**src/rtl/memory_stage.sv**
```systemverilog
// Memory stage: issues data-memory loads/stores, stalls the front end until they
// complete, and times out hung transactions. Optional MEM_ALIGN_CHECK_EN traps misaligned accesses.
module memory_stage #(
  parameter int MAX_WAIT = 15
) (
  input  logic        clk,
  input  logic        rst_n,
  input  logic [71:0] ex_to_mem,
  output logic        dmem_req,
  output logic        dmem_we,
  output logic [31:0] dmem_addr,
  output logic [31:0] dmem_wdata,
  input  logic        dmem_gnt,
  input  logic        dmem_rvalid,
  input  logic [31:0] dmem_rdata,
  output logic        stall,
  output logic [31:0] bp_mem,
  output logic [37:0] mem_to_wb,
  output logic        bus_err
);

  typedef struct packed {
    logic [31:0] alu_result;
    logic [31:0] write_data;
    logic        mem_write;
    logic        reg_write;
    logic [4:0]  rd;
    logic        mem_read;
  } ex_to_mem_s;

  typedef struct packed {
    logic [31:0] result;
    logic [4:0]  rd;
    logic        reg_write;
  } mem_to_wb_s;

  typedef enum logic [1:0] {IDLE, REQ, RESP} state_e;

  localparam int CNT_W = ($clog2(MAX_WAIT + 1) > 4) ? $clog2(MAX_WAIT + 1) : 4;

  ex_to_mem_s       ex;
  state_e           state_p0;
  logic [CNT_W-1:0] wait_cnt_p0;
  mem_to_wb_s       wb_p1;
  logic             bus_err_p1;

  logic mem_op;
  logic misaligned;
  logic timeout;
  logic done;

  assign ex = ex_to_mem;

`ifdef MEM_ALIGN_CHECK_EN
  // Only checked at issue; an accepted request keeps its (aligned) address.
  assign misaligned = (state_p0 == IDLE) && (ex.mem_read || ex.mem_write) &&
                      (ex.alu_result[1:0] != 2'b00);
  assign dmem_addr  = ex.alu_result;
`else
  assign misaligned = 1'b0;
  assign dmem_addr  = {ex.alu_result[31:2], 2'b00};
`endif

  assign mem_op  = (ex.mem_read || ex.mem_write) && !misaligned;
  // The final counted cycle times out and wins over a coincident gnt/rvalid.
  assign timeout = (state_p0 != IDLE) && (wait_cnt_p0 == CNT_W'(MAX_WAIT - 1));

  always_comb begin
    done = 1'b0;
    case (state_p0)
      IDLE, REQ: done = ex.mem_write && dmem_gnt;
      RESP:      done = dmem_rvalid;
      default:   done = 1'b0;
    endcase
  end

  assign stall      = mem_op && !done && !timeout;
  assign dmem_req   = ((state_p0 == IDLE) && mem_op) || (state_p0 == REQ);
  assign dmem_we    = ex.mem_write;
  assign dmem_wdata = ex.write_data;
  assign bp_mem     = ex.alu_result;

  // ---- stage p0 -> p1: transaction control and write-back register ----
  always_ff @(posedge clk or negedge rst_n) begin
    if (!rst_n) begin
      state_p0    <= IDLE;
      wait_cnt_p0 <= '0;
      wb_p1       <= '0;
      bus_err_p1  <= 1'b0;
    end else begin
      bus_err_p1      <= timeout || misaligned;
      wb_p1.rd        <= ex.rd;
      wb_p1.result    <= (state_p0 == RESP && dmem_rvalid) ? dmem_rdata : ex.alu_result;
      wb_p1.reg_write <= ex.reg_write && !ex.mem_write && !stall && !timeout && !misaligned;
      case (state_p0)
        IDLE: begin
          wait_cnt_p0 <= '0;
          if (mem_op) begin
            if (dmem_gnt) state_p0 <= ex.mem_write ? IDLE : RESP;
            else          state_p0 <= REQ;
          end
        end
        REQ: begin
          if (timeout) begin
            state_p0    <= IDLE;
            wait_cnt_p0 <= '0;
          end else begin
            wait_cnt_p0 <= wait_cnt_p0 + CNT_W'(1);
            if (dmem_gnt) state_p0 <= ex.mem_write ? IDLE : RESP;
          end
        end
        RESP: begin
          if (timeout || dmem_rvalid) begin
            state_p0    <= IDLE;
            wait_cnt_p0 <= '0;
          end else begin
            wait_cnt_p0 <= wait_cnt_p0 + CNT_W'(1);
          end
        end
        default: begin
          state_p0    <= IDLE;
          wait_cnt_p0 <= '0;
        end
      endcase
    end
  end

  assign mem_to_wb = wb_p1;
  assign bus_err   = bus_err_p1;

endmodule

```
**config.mk**
```make
export PLATFORM = sky130hd
export DESIGN_NAME = memory_stage
export DESIGN_NICKNAME = d
export VERILOG_FILES = /design/src/rtl/memory_stage.sv
export SDC_FILE = /design/constraint.sdc
export NUM_CORES = 1
export LEC_CHECK = 0
export CAP_MARGIN = 20
export CORE_AREA = 2 2 97 99
export DETAILED_ROUTE_END_ITERATION = 8
export DIE_AREA = 0 0 99 101
export GPL_TIMING_DRIVEN = 0
export PLACE_DENSITY = 0.77
export SYNTH_ARGS = -nofsm -noshare
export SYNTH_HDL_FRONTEND = slang
export SYNTH_SLANG_ARGS = --single-unit
```
**constraint.sdc**
```tcl
create_clock -name clk -period 5 [get_ports clk]
set_input_delay 1.5 -clock clk [delete_from_list [all_inputs] [get_ports clk]]
set_output_delay 1.5 -clock clk [all_outputs]
set_load 0.1 [all_outputs]
```
# Word level (Yosys, flattened, before mapping)
# Cells that the tools add are included.
# totals
ff_bits	45
in_bits	108
output_inout_bits	138
wordCells	45
# op_classes
addsub	1
n_eq_ne	6
n_mux	12
reduce_logical	20
# ops
op	count
32-bit two-way mux	1
2-bit two-way mux	6
1-bit logical AND	9
4-bit two-way mux	2
4-bit one-hot mux with 2 select lines	1
2-bit one-hot mux with 3 select lines	1
4-bit by 1-bit adder with 4-bit output (second input constant)	1
4-bit == test (second input constant)	1
1-bit logical NOT	4
1-bit logical OR	3
3-bit != test (second input constant)	1
3-bit AND reduction	1
2-bit by 1-bit == test with 1-bit output (second input constant)	1
2-bit == test (second input constant)	1
2-bit logical NOT	1
2-bit by 1-bit != test with 1-bit output (second input constant)	1
2-bit != test (second input constant)	1
1-bit one-hot mux with 2 select lines	1
2-bit nonzero test	1
2-bit OR reduction	1

# Depth between registers and ports, before layout
# depth
depth_word	9
ltp_mapped	7
ltp_nobuf	6

# Least setup slack after synthesis
# No wires, ideal clock.
# synth_path
kind	input to output
start	in dmem_rvalid
end	out stall
arrival_time_ns	3.923
t_required_ns	3.500
setup_slack_ns	-0.423
path_stages	4
n_path_buf	1
path_cell_list	nand2_2 -> buf_2 -> a21oi_1 -> nor3_1
# synth_via
elab_chain_cells	4
# synth_rtl
element	line	source
start: declaration	14	input logic dmem_rvalid,
1-bit one-hot mux with 2 select lines	70	case (state_p0)
1-bit logical NOT	77	assign stall = mem_op && !done && !timeout;
1-bit logical AND (2 in a row)	77	
end: declaration	16	output logic stall,
# Every way passes these cells.

# Worst setup path in the final report
# layout_path
start	in ex_to_mem[7]
end	out dmem_req
# layout_via
elab_chain_cells	3
# layout_rtl
element	line	source
start: declaration	8	input logic [71:0] ex_to_mem,
1-bit logical OR	64	assign mem_op = (ex.mem_read || ex.mem_write) && !misaligned;
1-bit logical AND	78	assign dmem_req = ((state_p0 == IDLE) && mem_op) || (state_p0 == REQ);
1-bit logical OR	78	
end: declaration	9	output logic dmem_req,
# Every way passes these cells.

==> run summary <==
Max-slew violation count = 0
CTS root buffer = clkbuf_8
Die area = 9999 um^2
CTS H-Tree Depth = 2
Share of cells above drive strength 1 = 0.3349
Syn Inst Count = 218
Crit Path Category = input pin to output port
Drc violations = 0
Worst-case vdd ir drop = 161.6 uV
Crit path launch type = input pin
DPL Wire Length = 6300 um
Synthesis warning total = 0
Final Power = 1.674 mW
Hold EP = wait_cnt_p0[0]
WHS Path Cells = 1
Clk_lat worst skew = 290 ps
Multiplexer share of the synthesized area = 0.1464
Initial detailed-routing violation count = 24
Period utilization = 0.9760
CTS tree = yes
Initial antenna violation count = 0
Clk buf depth = 2
Input/output buffers = 211
Sw Share = 0.5203
FF-to-FF path depth = 5
Setup Skew = 2.648 ps
Pleak = 2.184 nW
Reg2Reg Setup Slack = 3300 ps
Width of the die = 99 um
Total GRT Usage = 0.1374
Synth Area in XOR/XNOR = 0.006903
Clock slew at reported path FFs = 80 ps
Setup Viol. Count Final = 0
Vias in the first global route = 2239
Combinational power share = 0.621
Worst EP arrival = 3380 ps
Largest net degree at the start of global routing = 25
Most frequent cells in the layout = clkdlybuf4s50_1, buf_4, dfrtp_1, mux2_2
Fmax = 0.2049 GHz
Routed Antenna Nets = 0
Routability cong. = 0.7861
DP Cell Count = 542
Sequential area share after synthesis = 0.4438
Req. time, crit path = 3500 ps
Max-slew headroom = 0.3121
CP endpoint kind = output port
Status = finished clean
Post-DR wirelength/cell = 13.21 um
Final Non-Filler Cells = 550
Yosys reg bits = 45
CTS buffer count = 5
Post-Synth Adder-Cell Area = 0.02959
CTS Sinks = 45
Io pins = 246
Worst R2R End = mem_to_wb[23]
1st-pass router iterations = 2
Post-synth cell types = 28
Vias = 2217
Sum Neg Setup Slack = 0 ps
Core area = 8977 um^2
Syn_area_per_cell = 11.64 um^2
Mapped Area = 2537 um^2
RSZ-0062 raised after global routing = no
Gr ovfl total = 0
Nets = 552
Synth Area in Compound Gates = 0.02564
Post-route minimum period = 4880 ps
Flop pwr share = 0.253
Internal = 0.8031 mW
Simple logic cell fraction of the synthesized area = 0.04438
# diodes = 0
Die Y = 101 um
Fin. Hold Viols = 0
Max-cap violation count = 0
Vias per cell = 4.031
Hold_buf cts = 0
Most common cell after layout, fill and taps aside = clkdlybuf4s50_1
First-pass GRT wire length = 10800 um
Initial Util = 0.2826
Reg2reg start = state_p0[0]
Actual slew at the worst max-slew pin = 1029 ps
Hold wc startpoint = wait_cnt_p0[0]
Switch Pwr = 0.8710 mW
Final wirelength = 7265 um
Row cnt = 35
Clock share of power = 0.127
Largest family of logic cells by synthesized area = buffers and inverters
Area grow syn2layout = 93.15%
Hold Crit Class = flip-flop to flip-flop
Crit-path max FO = 5
Power per cell area = 341.6 nW/um^2
-- critical path: stages --
cell             delay (ps)
clkdlybuf4s50_1         550
o21ai_0                 120
nand2b_1                 80
clkdlybuf4s50_1        1130
-- final cells by class --
class,count,area (um^2)
Buffer,101,754.5
Clock buffer,8,80.08
Sequential cell,45,1126
Timing Repair Buffer,212,2136
Fill cell,780,4076
Tap cell,111,138.9
Inverter,3,11.26
Multi-Input combinational cell,70,654.4
-- registers in the layout, indices dropped and copies added, names as in the netlist --
register and cells:
wait_cnt_p0 4, state_p0 2, bus_err 1, mem_to_wb 38
-- stage by stage --
step | instance area, um^2 | utilization | setup slack (ps) | hold slack, ps
2_1_floorplan | 2546 | - | 431.6 | 449.4
3_3_place_gp | 4797 | 0.5344 | -318.7 | 461.4
3_5_place_dp | 4820 | 0.5369 | -335.3 | 479.6
4_1_cts | 4901 | 0.5459 | 118.8 | 491.3
5_1_grt | 4901 | 0.5459 | 34.24 | 524.0
6_report | 4901 | 0.5459 | 119.8 | 485.5
-- per-layer routing --
layer,track usage,wire length (um),up-vias
met3,0.04369,755,5
li1,-,-,1048
met2,0.2760,4003,146
met4,0.03161,74,0
met1,0.1354,2432,1018
met5,0,0,-
-- cells in the mapped netlist --
cell | number | share of area
a21oi_4 | 1 | 0.0064
nand4_1 | 1 | 0.0025
xor2_1 | 1 | 0.0035
conb_1 | 1 | 0.0015
nand3_1 | 1 | 0.0020
o21ai_1 | 1 | 0.0020
dfrtp_1 | 45 | 0.44
buf_2 | 3 | 0.0059
buf_4 | 97 | 0.29
ha_1 | 6 | 0.030
inv_1 | 3 | 0.0044
and4b_1 | 1 | 0.0039
nand3b_4 | 1 | 0.0079
nand2b_1 | 3 | 0.0074
a21oi_1 | 2 | 0.0039
nand2_1 | 1 | 0.0015
nand2_2 | 1 | 0.0025
a22o_1 | 1 | 0.0035
and3_1 | 1 | 0.0025
o21ai_0 | 2 | 0.0039
mux2_2 | 33 | 0.15
nor2_1 | 6 | 0.0089
xnor2_1 | 1 | 0.0035
buf_6 | 1 | 0.0044
nor3_1 | 1 | 0.0020
o211ai_1 | 1 | 0.0030
nand2b_2 | 1 | 0.0035
o31ai_1 | 1 | 0.0030
-- cell families (layout without fill, tap and decap cells) --
group | after synthesis | after routing
AND/OR/NAND/NOR | 18 | 18
XOR/XNOR | 2 | 2
adder cells (fa/ha/maj) | 6 | 6
buffers and inverters | 104 | 324
flip-flops | 45 | 45
other | 1 | 2
AO/OA/AOI/OAI | 9 | 9
multiplexers | 33 | 33
-- worst max-delay path by stage --
stage                       from       end  cells after the start
floorplan            dmem_rvalid     stall                      4
global placement     dmem_rvalid     stall                      6
detailed placement   dmem_rvalid     stall                      6
CTS                 ex_to_mem[7]  dmem_req                      4
global route        ex_to_mem[7]  dmem_req                      4
finish              ex_to_mem[7]  dmem_req                      4
-- power groups by stage --
stage,registers (mW),logic (mW),clock network (mW)
6_report,0.423,1.04,0.212
5_1_grt,0.429,1.07,0.241
4_1_cts,0.424,1.05,0.227
3_5_place_dp,0.431,1.05,0
3_3_place_gp,0.429,1.03,0
2_1_floorplan,0.678,0.535,0
-- what timing repair did --
action / 4_1_cts / 5_1_grt
buffers inserted: 0 / 0
setup endpoints to repair: 1 / 0
resized for setup: 3 / 0
Power figures use the tool's default switching activity.
